$ cat src/rtl/ppi_bus_buffer.sv
// Host data-bus buffer for the PPI core: synchronises CS/RD/WR into CLK, serves
// channel reads from RD_DATA and queues host writes in a small FIFO.
module ppi_bus_buffer #(
  parameter int unsigned DATA_W      = 8,
  parameter int unsigned ADDR_W      = 2,
  parameter int unsigned WFIFO_DEPTH = 4,
  parameter int unsigned SYNC_STAGES = 2,
  localparam int unsigned NCH        = 2**ADDR_W
) (
  input  logic                  CLK,
  input  logic                  RST_N,
  input  logic                  CS,
  input  logic                  RD,
  input  logic                  WR,
  input  logic [ADDR_W-1:0]     A,
  input  logic [DATA_W-1:0]     D_IN,
  output logic [DATA_W-1:0]     D_OUT,
  output logic                  D_OE,
  input  logic [NCH*DATA_W-1:0] RD_DATA,
  output logic [NCH-1:0]        RD_SEL,
  output logic                  WR_VALID,
  input  logic                  WR_READY,
  output logic [ADDR_W-1:0]     WR_ADDR,
  output logic [DATA_W-1:0]     WR_DATA,
  output logic                  OVF,
  input  logic                  OVF_CLR
);

  localparam int unsigned PTR_W = $clog2(WFIFO_DEPTH);
  localparam int unsigned CNT_W = PTR_W + 1;

  logic [SYNC_STAGES-1:0] cs_sync, rd_sync, wr_sync;
  logic                   cs_s, rd_s, wr_s;
  logic                   cs_d, rd_d, wr_d;
  logic                   rd_evt, wr_evt;

  logic [DATA_W-1:0]      ch_data [NCH];
  logic [DATA_W-1:0]      rd_word;
  logic [NCH-1:0]         sel_onehot;

  logic [ADDR_W-1:0]      q_addr [WFIFO_DEPTH];
  logic [DATA_W-1:0]      q_data [WFIFO_DEPTH];
  logic [PTR_W-1:0]       wr_ptr, rd_ptr;
  logic [CNT_W-1:0]       count;
  logic                   full, pop, push_ok, ovf_set;

  // Strobes idle high, so reset fills the synchronisers with 1 so that a
  // strobe already low at release shows up as a single falling edge.
  always_ff @(posedge CLK) begin
    if (!RST_N) begin
      cs_sync <= '1;
      rd_sync <= '1;
      wr_sync <= '1;
      cs_d    <= 1'b1;
      rd_d    <= 1'b1;
      wr_d    <= 1'b1;
    end else begin
      cs_sync <= {cs_sync[SYNC_STAGES-2:0], CS};
      rd_sync <= {rd_sync[SYNC_STAGES-2:0], RD};
      wr_sync <= {wr_sync[SYNC_STAGES-2:0], WR};
      cs_d    <= cs_s;
      rd_d    <= rd_s;
      wr_d    <= wr_s;
    end
  end

  assign cs_s = cs_sync[SYNC_STAGES-1];
  assign rd_s = rd_sync[SYNC_STAGES-1];
  assign wr_s = wr_sync[SYNC_STAGES-1];

  assign rd_evt = ~cs_s & rd_d & ~rd_s;
  // Writes commit on the trailing WR edge; CS is qualified one cycle back
  // because the host may release CS together with WR.
  assign wr_evt = ~cs_d & ~wr_d & wr_s;

  always_comb begin
    for (int unsigned k = 0; k < NCH; k++) begin
      ch_data[k] = RD_DATA[k*DATA_W +: DATA_W];
    end
    rd_word       = ch_data[A];
    sel_onehot    = '0;
    sel_onehot[A] = 1'b1;
  end

  always_ff @(posedge CLK) begin
    if (!RST_N) begin
      D_OUT  <= '0;
      D_OE   <= 1'b0;
      RD_SEL <= '0;
    end else begin
      D_OE   <= ~cs_s & ~rd_s & wr_s;
      RD_SEL <= rd_evt ? sel_onehot : '0;
      if (rd_evt) begin
        D_OUT <= rd_word;
      end
    end
  end

  assign full     = (count == CNT_W'(WFIFO_DEPTH));
  assign WR_VALID = (count != '0);
  assign pop      = WR_VALID & WR_READY;
  assign push_ok  = wr_evt & (~full | pop);
  assign ovf_set  = wr_evt & full & ~pop;

  always_ff @(posedge CLK) begin
    if (push_ok) begin
      q_addr[wr_ptr] <= A;
      q_data[wr_ptr] <= D_IN;
    end
  end

  always_ff @(posedge CLK) begin
    if (!RST_N) begin
      wr_ptr <= '0;
      rd_ptr <= '0;
      count  <= '0;
    end else begin
      if (push_ok) begin
        wr_ptr <= wr_ptr + PTR_W'(1);
      end
      if (pop) begin
        rd_ptr <= rd_ptr + PTR_W'(1);
      end
      case ({push_ok, pop})
        2'b10:   count <= count + CNT_W'(1);
        2'b01:   count <= count - CNT_W'(1);
        default: count <= count;
      endcase
    end
  end

  always_ff @(posedge CLK) begin
    if (!RST_N) begin
      OVF <= 1'b0;
    end else if (ovf_set) begin
      OVF <= 1'b1;
    end else if (OVF_CLR) begin
      OVF <= 1'b0;
    end
  end

  assign WR_ADDR = q_addr[rd_ptr];
  assign WR_DATA = q_data[rd_ptr];

endmodule
$ cat config.mk
export PLATFORM = sky130hd
export DESIGN_NAME = ppi_bus_buffer
export DESIGN_NICKNAME = d
export VERILOG_FILES = /design/src/rtl/ppi_bus_buffer.sv
export SDC_FILE = /design/constraint.sdc
export NUM_CORES = 1
export LEC_CHECK = 0
export CORE_ASPECT_RATIO = 2
export CORE_MARGIN = 5
export CORE_UTILIZATION = 43
export CTS_CLUSTER_DIAMETER = 60
export DETAILED_ROUTE_END_ITERATION = 10
export GPL_ROUTABILITY_DRIVEN = 0
export PLACE_DENSITY = 0.81
export REMOVE_ABC_BUFFERS = 1
export SETUP_SLACK_MARGIN = 0.5
export SLEW_MARGIN = 40
export SYNTH_ARGS = -nofsm -noshare
export SYNTH_HDL_FRONTEND = slang
export SYNTH_SLANG_ARGS = --single-unit
$ cat constraint.sdc
create_clock -name CLK -period 2 [get_ports CLK]
set_input_delay 0.3 -clock CLK [delete_from_list [all_inputs] [get_ports CLK]]
set_output_delay 0.3 -clock CLK [all_outputs]
set_load 0.02 [all_outputs]
* Yosys cells after proc, flatten, opt, wreduce, memory -nomap -nowiden
Memory sizes are Yosys's and may differ from the RTL's. A register that Yosys moved wholly into a read port is not among the register bits.
Cells that the tools add are included.
** Word-level totals
- Input bits :: 49
- Output and inout bits :: 25
- Bits in registers :: 30
- Memories :: 2
- RAM bits :: 40
- Logic and storage cells :: 62
** Memories
- q_data :: depth 4, bits a word 8, rd ports 1, clocked after memory_dff 1, wr ports 1, RTL line 42 : logic [DATA_W-1:0] q_data [WFIFO_DEPTH];
- q_addr :: depth 4, bits a word 2, rd ports 1, clocked after memory_dff 1, wr ports 1, RTL line 41 : logic [ADDR_W-1:0] q_addr [WFIFO_DEPTH];
** Operators by class
- Equality and inequality tests :: 3
- Reduce and logical (&&, ||, !) cells :: 5
- Order comparisons :: 3
- Bitwise logic cells :: 18
- Multiplexer cells :: 14
- Add/sub/neg operators :: 4
** Operators with widths (number)
- $bmux 8 s2 :: 1
- $mux 8 :: 2
- $and 1x1->1 :: 10
- $mux 2 :: 4
- $not 1->1 :: 6
- $pmux 3 s2 :: 1
- $mux 1 :: 5
- $add 2x1->2 const B :: 2
- $reduce_bool 2->1 :: 2
- $add 3x1->3 const B :: 1
- $eq 3x3->1 const B :: 1
- $ge 3x3->1 const B :: 1
- $lt 2x3->1 const B :: 1
- $not 2->3 :: 1
- $reduce_bool 3->1 :: 1
- $sub 3x1->3 const B :: 1
- $demux 1 s2 :: 1
- $eq 2x1->1 const B :: 1
- $eq 2x2->1 const B :: 1
- $ge 2x1->1 const B :: 1
- $reduce_and 2->1 :: 1
- $logic_and 1x1->1 :: 1
- $or 1x1->1 :: 1

* Longest topological paths before layout
Gate-level depths: netlist of the first run.
- Depth after elaboration :: 6
- Mapped depth :: 9
- Depth with buffers taken out :: 9

* Least setup slack after synthesis of the first run
OpenSTA, ideal clock, no wires.
- Path kind :: register -> register
- Start :: register count[0]
- End :: register count[2]
- Arrival :: 1.956 ns
- Cell stages (with the launch flop) :: 10
- Library setup time :: 0.072 ns
- Slack :: -0.028 ns
- Path buffers :: 0
- Period minus slack after synthesis :: 2.028 ns
- Path through :: dfxtp_1 nor4b_2 nor2_1 inv_1 ha_1 inv_1 fa_1 xor2_1 or3_1 a21oi_1
** On the way
- Word-level cells in the longest chain between the ends :: 6
- Elaborated cells between the ends (all ways) :: 12
- Those cells by class :: add/sub (2); eq/ne (3); mux (1); bitwise (4); reduce/logical (2)
** RTL lines
- start: declaration :: RTL line 44 : logic [CNT_W-1:0] count;
- start signal: assignment :: RTL line 125 : 2'b10: count <= count + CNT_W'(1);
- start signal: assignment :: RTL line 126 : 2'b01: count <= count - CNT_W'(1);
- start signal: assignment :: RTL line 127 : default: count <= count;
- $reduce_bool 3->1 / $eq 3x3->1 (equally long branches) :: RTL line 100, 99
- $and 1x1->1 / $not 1->1 (equally long branches) :: RTL line 101, 102
- $or 1x1->1 :: RTL line 102 : assign push_ok = wr_evt & (~full | pop);
- $and 1x1->1 :: RTL line 102
- $eq 2x1->1 / $eq 2x2->1 (equally long branches) :: RTL line 124 : case ({push_ok, pop})
- $pmux 3 s2 / $reduce_bool 2->1 (equally long branches)
Parallel ways exist; a longest one is shown, timed or not.
A chain may end at the register's enable or synchronous reset.

* Worst setup path after layout of the first run
Same ends and word-level chain as after synthesis.

==> results of run 1 <==
==> through the flow <==
step	setup WS [ns]	std cells	power (mW)	hold WS (ns)
after floorplan	-0.02755	180	1.652	0.3715
after detailed placement	-0.4210	357	1.788	0.3945
after global placement	-0.3204	357	1.784	0.3874
final	0.05733	389	3.171	0.4065
after CTS	0.1125	385	3.198	0.4076
after global routing	-0.002323	389	3.277	0.4316
==> worst min path at each step <==
| stage | from | to | slack, ns | cells after the start |
|---|---|---|---|---|
| 2_1_floorplan | A[1] | RD_SEL[1] | 0.37 | 1 |
| 3_3_place_gp | cs_sync[0] | cs_sync[1] | 0.39 | 1 |
| 3_5_place_dp | cs_sync[0] | cs_sync[1] | 0.39 | 1 |
| 4_1_cts | cs_sync[0] | cs_sync[1] | 0.41 | 1 |
| 5_1_grt | cs_sync[0] | cs_sync[1] | 0.43 | 1 |
| 6_report | cs_sync[0] | cs_sync[1] | 0.41 | 1 |
==> logic make-up (layout without fill, tap and decap cells) <==
family	Yosys count	after routing	share of synthesized area, %
flops	72	72	65.05
mux	18	18	14.32
fa+ha+maj	6	6	2.917
compound gates	18	18	3.491
xor+xnor	4	4	1.238
simple gates	55	60	10.69
buf+inv	14	123	2.298
==> sequential cells by signal (all words and copies together), names as in the netlist, named ones only <==
register and cells:
rd_d 1, wr_sync 2, q_addr 8, q_data 32, D_OE 1, OVF 1, rd_ptr 2, D_OUT 8
wr_ptr 2, cs_sync 2, cs_d 1, wr_d 1, rd_sync 2, count 3, RD_SEL 4
==> per-layer routing <==
metal  GRT usage [%]  up-vias  routed length (µm)
li1                -      925                   -
met4           6.100        0                 123
met5               0        -                   0
met2           30.16       82                3646
met1           18.16      962                2366
met3           6.498        9                 486
==> power groups by stage <==
stage          Clock [mW]  Combinational (mW)  Sequential [mW]
2_1_floorplan           0              0.0447             1.61
3_3_place_gp            0               0.179             1.60
3_5_place_dp            0               0.183             1.61
4_1_cts              1.44               0.187             1.57
5_1_grt              1.51               0.199             1.57
6_report             1.41               0.186             1.57
==> repair_timing <==
| item | CTS | global route |
|---|---|---|
| cloned | 6 | 0 |
| gates resized for setup | 107 | 12 |
| buffers inserted | 6 | 4 |
| pin swaps | 8 | 3 |
| setup endpoints to repair | 68 | 65 |
| hold endpoints to repair | 0 | 0 |
==> worst register-to-register path: cells and delay by family (launching register included) <==
kind            cells  cell delay [ns]
flops               1             0.33
fa+ha+maj           2             0.45
xor+xnor            1             0.15
simple gates        3             0.72
buf+inv             2             0.10
compound gates      1             0.12
==> cell type report <==
class                   instances  area, µm²  share of cell area [%]
clock buffers                  12      246.5                   5.764
clock inverters                 4      21.27                  0.4974
inverters                       7      26.28                  0.6144
multi-input cells             106       1046                   24.46
flip-flops and latches         72       1852                   43.30
well taps                      88      110.1                   2.575
repair buffers                100      974.7                   22.79
==> placed cells by master (no fill, tap or decap), types with 2 or more instances in the layout <==
| master | instances |
|---|---|
| clkbuf_1 | 2 |
| nand3_1 | 2 |
| inv_2 | 2 |
| a21oi_2 | 2 |
| nor3b_1 | 4 |
| and3_4 | 8 |
| clkinv_2 | 3 |
| dfxtp_2 | 2 |
| ha_1 | 4 |
| nand2b_1 | 9 |
| dfxtp_4 | 2 |
| nor2_2 | 2 |
| a21oi_1 | 3 |
| nand2_1 | 18 |
| buf_4 | 22 |
| dlygate4sd2_1 | 15 |
| o21ai_0 | 9 |
| nor2_1 | 8 |
| or4b_4 | 2 |
| clkbuf_16 | 9 |
| edfxtp_1 | 40 |
| inv_1 | 4 |
| o21ai_1 | 2 |
| buf_6 | 14 |
| dfxtp_1 | 28 |
| clkdlybuf4s50_1 | 46 |
| mux4_2 | 18 |
| xor2_1 | 3 |
==> results.ini, run 1 <==
[run_status]
status = completed

[pwr]
p_sw_share_pct = 19.20
irDropWorstVdd_v = 0.0007932
intPower_mw = 2.562
power_frac_comb_pct = 5.9
switchingPower_mw = 0.6089
p_leak_nw = 1.580
powerDensity_nw_per_um2 = 741.6
seqPwrFrac_pct = 49.6
pwr-share-clk_pct = 44.6

[timing]
slew_headroom_pct = 60.65
fin_crit_sh_pct = 97.13
fmax_mhz = 514.8
setup_viol = 0
clock_skew_ns = 0.005545
rsz0062_at_grt = true
finalHoldViolCount = 0
slew_viol_final = 0
fin_tns_setup_ns = 0
worst_pin_slew_ns = 0.5893
post-route-min-period_ns = 1.943

[worst_setup_path]
rr_worst_depth = 9
cp.arrival_ns = 2.20
r2r_end = count[2]
crit_family = simple AND/OR/NAND/NOR gates
crit_chain = nor4b_4 > nor2_2 > inv_2 > ha_4 > inv_2 > fa_2 > xor2_1 > or3_1 > a21oi_2
crit_required_ns = 2.25
crit_path_frequent_cell = inv_2
cp-startpoint = count[0]
cp.depth = 9
start_kind = register
cp_num_buf_inv = 2
reg2reg_from = count[0]
crit_path_end_kind = register
rrSetupSlack_ns = 0.06
crit_type = register to register
path_max_fanout = 2
cpMaxStageDelayCell = dfxtp_2
cpPeakStageDelay_ns = 0.33
cp-endpoint = count[2]

[yosys]
synth_seq_cells = 72
syn_area_per_cell_um2 = 15.14
synth_edf_count = 40
netlist_instances = 187
ys_top_cells_by_count = edfxtp_1, dfxtp_1, mux4_2, nand2_1, o21ai_0
synthArstFlopShare_pct = 0
yosysUniqueCellTypes = 29
netlist_top_cells_area = edfxtp_1, dfxtp_1, mux4_2
synth_top_area_cell = edfxtp_1
yosysMostFrequentCell = edfxtp_1
synth_top_area_share_pct = 42.42
synth_area_um2 = 2831
ys_seq_area_share_pct = 65.05
ys.flop_type = edfxtp_1
yosys_warnings = 0

[hold_path]
min_path_type = register to register

[clock_tree]
clkSinkCount = 72
clk_path_buf_depth = 2
cts_max_level = 3
cts_hold_buf = 0
path_clk_slew_ns = 0.06
cts_root_buf = clkbuf_16
cts_tree = built
clkLatencyLatePin_ns = 0.33
cts_buffers = 9

[floorplan]
rows = 42
io_pins = 74
coreArea_um2 = 6516
die_h_um = 124.8
dieArea_um2 = 8406
die_w_um = 67.38
start_util_pct = 43.45

[routing]
dr.pass1.iters = 4
vias_per_cell = 5.085
drt_iter0_markers = 82
ant_nets = 0
drt-wirelength-per-cell_um = 17.02
dr_total_vias = 1978
wirelength_um = 6622
route.detailed.drc = 0

[global_routing]
grt_pass1_wl_um = 10750
grt-ovfl-total = 0
grt_use_total_pct = 17.26
grt_max_degree = 19
antenna_found_initial = 0
grt_pass1_vias = 2167

[finish]
layout-drive-gt1-share_pct = 32.23
area_growth_pct = 51.04
insertedDiodeCount = 0
fin_area_um2 = 4277
nets = 351
fin_util_pct = 65.63
fillers = 501

[flow_run]
max-cap-violations = 0

[place]
io_buffers = 73
dp_hpwl_um = 4303
placed_area_um2 = 3766

Note: power is estimated with default switching activity, not from simulation.
==> inputs of run 2 (changes only) <==
Settings changed: CORE_MARGIN 5 to not set.
==> results.ini, run 2 (synthesis gave the netlist of run 1 again) <==
[run_status]
status = completed

[global_routing]
grt-busiest-layer = met2
grt-ovfl-total = 0  ; unchanged
grt_use_total_pct = 20.09  ; +2.8 points
grt_max_degree = 19  ; unchanged
grt_pass1_wl_um = 9687  ; -9.9%
antenna_found_initial = 0  ; unchanged
grt_use_met1_pct = 19.69  ; +1.5 points
grtUsageMet2_pct = 38.05  ; +7.9 points
grt_pass1_vias = 1928  ; -11%
gr-usage-met3_pct = 4.097  ; -2.4 points

[timing]
worst_pin_slew_ns = 0.7713  ; +0.1821 ns
finalHoldViolCount = 0  ; unchanged
slew_viol_final = 0  ; unchanged
fin_crit_sh_pct = 95.81  ; -1.3 points
rsz0062_at_grt = true
clock_skew_ns = 0.005656  ; +0.0001113 ns
fmax_mhz = 521.9  ; +1.4%
post-route-min-period_ns = 1.916  ; -0.02649 ns
setup_viol = 0  ; unchanged
fin_tns_setup_ns = 0  ; unchanged
slew_headroom_pct = 48.47  ; -12 points

[clock_tree]
path_clk_slew_ns = 0.06  ; about the same
cts_root_buf = clkbuf_16
clkLatencyLatePin_ns = 0.33  ; about the same
cts_buffers = 9  ; unchanged
cts_tree = built
cts_max_level = 3  ; unchanged
clkSinkCount = 72  ; unchanged
cts_hold_buf = 0  ; unchanged
clk_path_buf_depth = 2  ; unchanged

[finish]
largest_register = q_data
fin_util_pct = 67.40  ; +1.8 points
reg_top3 = q_data x32, D_OUT x8, q_addr x8
insertedDiodeCount = 0  ; unchanged
fillers = 442  ; -12%
area_growth_pct = 50.20
final_common_cell = clkdlybuf4s50_1
layout-drive-gt1-share_pct = 30.95  ; -1.3 points
mostFrequentLayoutCells = clkdlybuf4s50_1, edfxtp_1, dfxtp_1, mux4_2, nand2_1
nets = 344  ; -2.0%
largest_reg_flops = 32  ; unchanged

[routing]
vias_per_cell = 5.079  ; -0.12%
dr_total_vias = 1930  ; -2.4%
ant_nets = 0  ; unchanged
route.detailed.drc = 0  ; unchanged
dr.pass1.iters = 4  ; unchanged
wirelength_um = 6432  ; -2.9%
drt_iter0_markers = 59  ; -28%
drt-wirelength-per-cell_um = 16.93  ; -0.57%

[floorplan]
start_util_pct = 44.87  ; +1.4 points
io_pins = 74  ; unchanged
die_h_um = 116.8  ; -6.4%
coreArea_um2 = 6310  ; -3.2%
rows = 41  ; -2.4%
dieArea_um2 = 6933  ; -18%
die_w_um = 59.38  ; -12%

[worst_setup_path]
cp-startpoint = WR_READY
cp.arrival_ns = 2.17  ; -0.03 ns
crit_path_frequent_cell = inv_2
crit_type = input port to register
crit_chain = dlygate4sd2_1 > nor4b_4 > nor2_2 > inv_2 > ha_4 > inv_2 > fa_2 > xor2_1 > or3_1 > a21oi_1
cpPeakStageDelay_ns = 0.34  ; about the same
cpMaxStageDelayCell = nor4b_4
rrSetupSlack_ns = 0.09  ; +0.03 ns
start_kind = input port
path_max_fanout = 5  ; +3
reg2reg_from = cs_d
crit_family = simple AND/OR/NAND/NOR gates
crit_path_end_kind = register
crit_required_ns = 2.26  ; about the same
cp_num_buf_inv = 3  ; +1

[pwr]
pwr-share-clk_pct = 47.0  ; +2.4 points
intPower_mw = 2.649  ; +3.4%
finalPower_mw = 3.319  ; +4.7%
powerDensity_nw_per_um2 = 780.5  ; +5.2%
switchingPower_mw = 0.6701  ; +10%
p_leak_nw = 1.555  ; -1.6%
power_frac_comb_pct = 5.7  ; -0.2 points
irDropWorstVdd_v = 0.0005326  ; -33%
seqPwrFrac_pct = 47.4  ; -2.2 points
p_sw_share_pct = 20.19  ; +0.99 points

[flow_run]
max-cap-violations = 0  ; unchanged

[hold_path]
min_path_type = register to register
hp-start = rd_sync[0]

[place]
dp_hpwl_um = 3917  ; -9.0%
io_buffers = 73  ; unchanged

## run 2: path summary, 6_finish.rpt
path	to	cells after the start
setup / recovery	count[2]	10
hold / removal	rd_sync[1]	1
setup reg to reg	count[2]	9
hold reg to reg	rd_sync[1]	1
## run 2: worst register-to-register path: stages, from the launching register on
cell	delay, ns
dfxtp_2	0.32
or3b_4	0.40
nor2_2	0.11
inv_2	0.05
ha_4	0.16
buf_4	0.12
buf_4	0.12
xor2_1	0.15
or3_1	0.30
a21oi_1	0.12
## run 2: area by class of cell
cell class              instances  area [µm²]  area share, %
flip-flops and latches         72        1851          43.51
multi-input cells             106        1037          24.39
repair buffers                 93       930.9          21.89
clock buffers                  11       264.0          6.208
well taps                      86       107.6          2.530
clock inverters                 5       36.28         0.8532
inverters                       7       26.28         0.6178
## run 2: stage by stage
| stage | setup WS (ns) | hold WS, ns | cell area [µm²] | instances |
|---|---|---|---|---|
| floorplan | -0.02755 | 0.3715 | 2793 | 180 |
| global placement | -0.3723 | 0.3896 | 3756 | 354 |
| detailed placement | -0.4732 | 0.3947 | 3756 | 354 |
| CTS | 0.08402 | 0.4067 | 4220 | 379 |
| global route | -0.008625 | 0.4309 | 4253 | 380 |
| finish | 0.08382 | 0.4062 | 4253 | 380 |
## run 2: per-layer routing
layer	wire (µm)	share of wire, %
met1	2106	33
met2	3922	61
met3	229	3.6
met4	175	2.7
met5	0	0
## run 2: power groups by stage
stage / clock network, mW / registers [mW] / logic [mW]
detailed placement: 0 / 1.61 / 0.182
floorplan: 0 / 1.61 / 0.0447
global placement: 0 / 1.60 / 0.177
CTS: 1.58 / 1.57 / 0.186
finish: 1.56 / 1.57 / 0.188
global route: 1.65 / 1.57 / 0.200
## run 2: what timing repair did
item / CTS / global route
hold endpoints to repair: 0 / 0
gates resized for setup: 109 / 8
buffers inserted: 3 / 0
gates cloned: 6 / 1
pin swaps: 12 / 2
setup endpoints to repair: 69 / 58
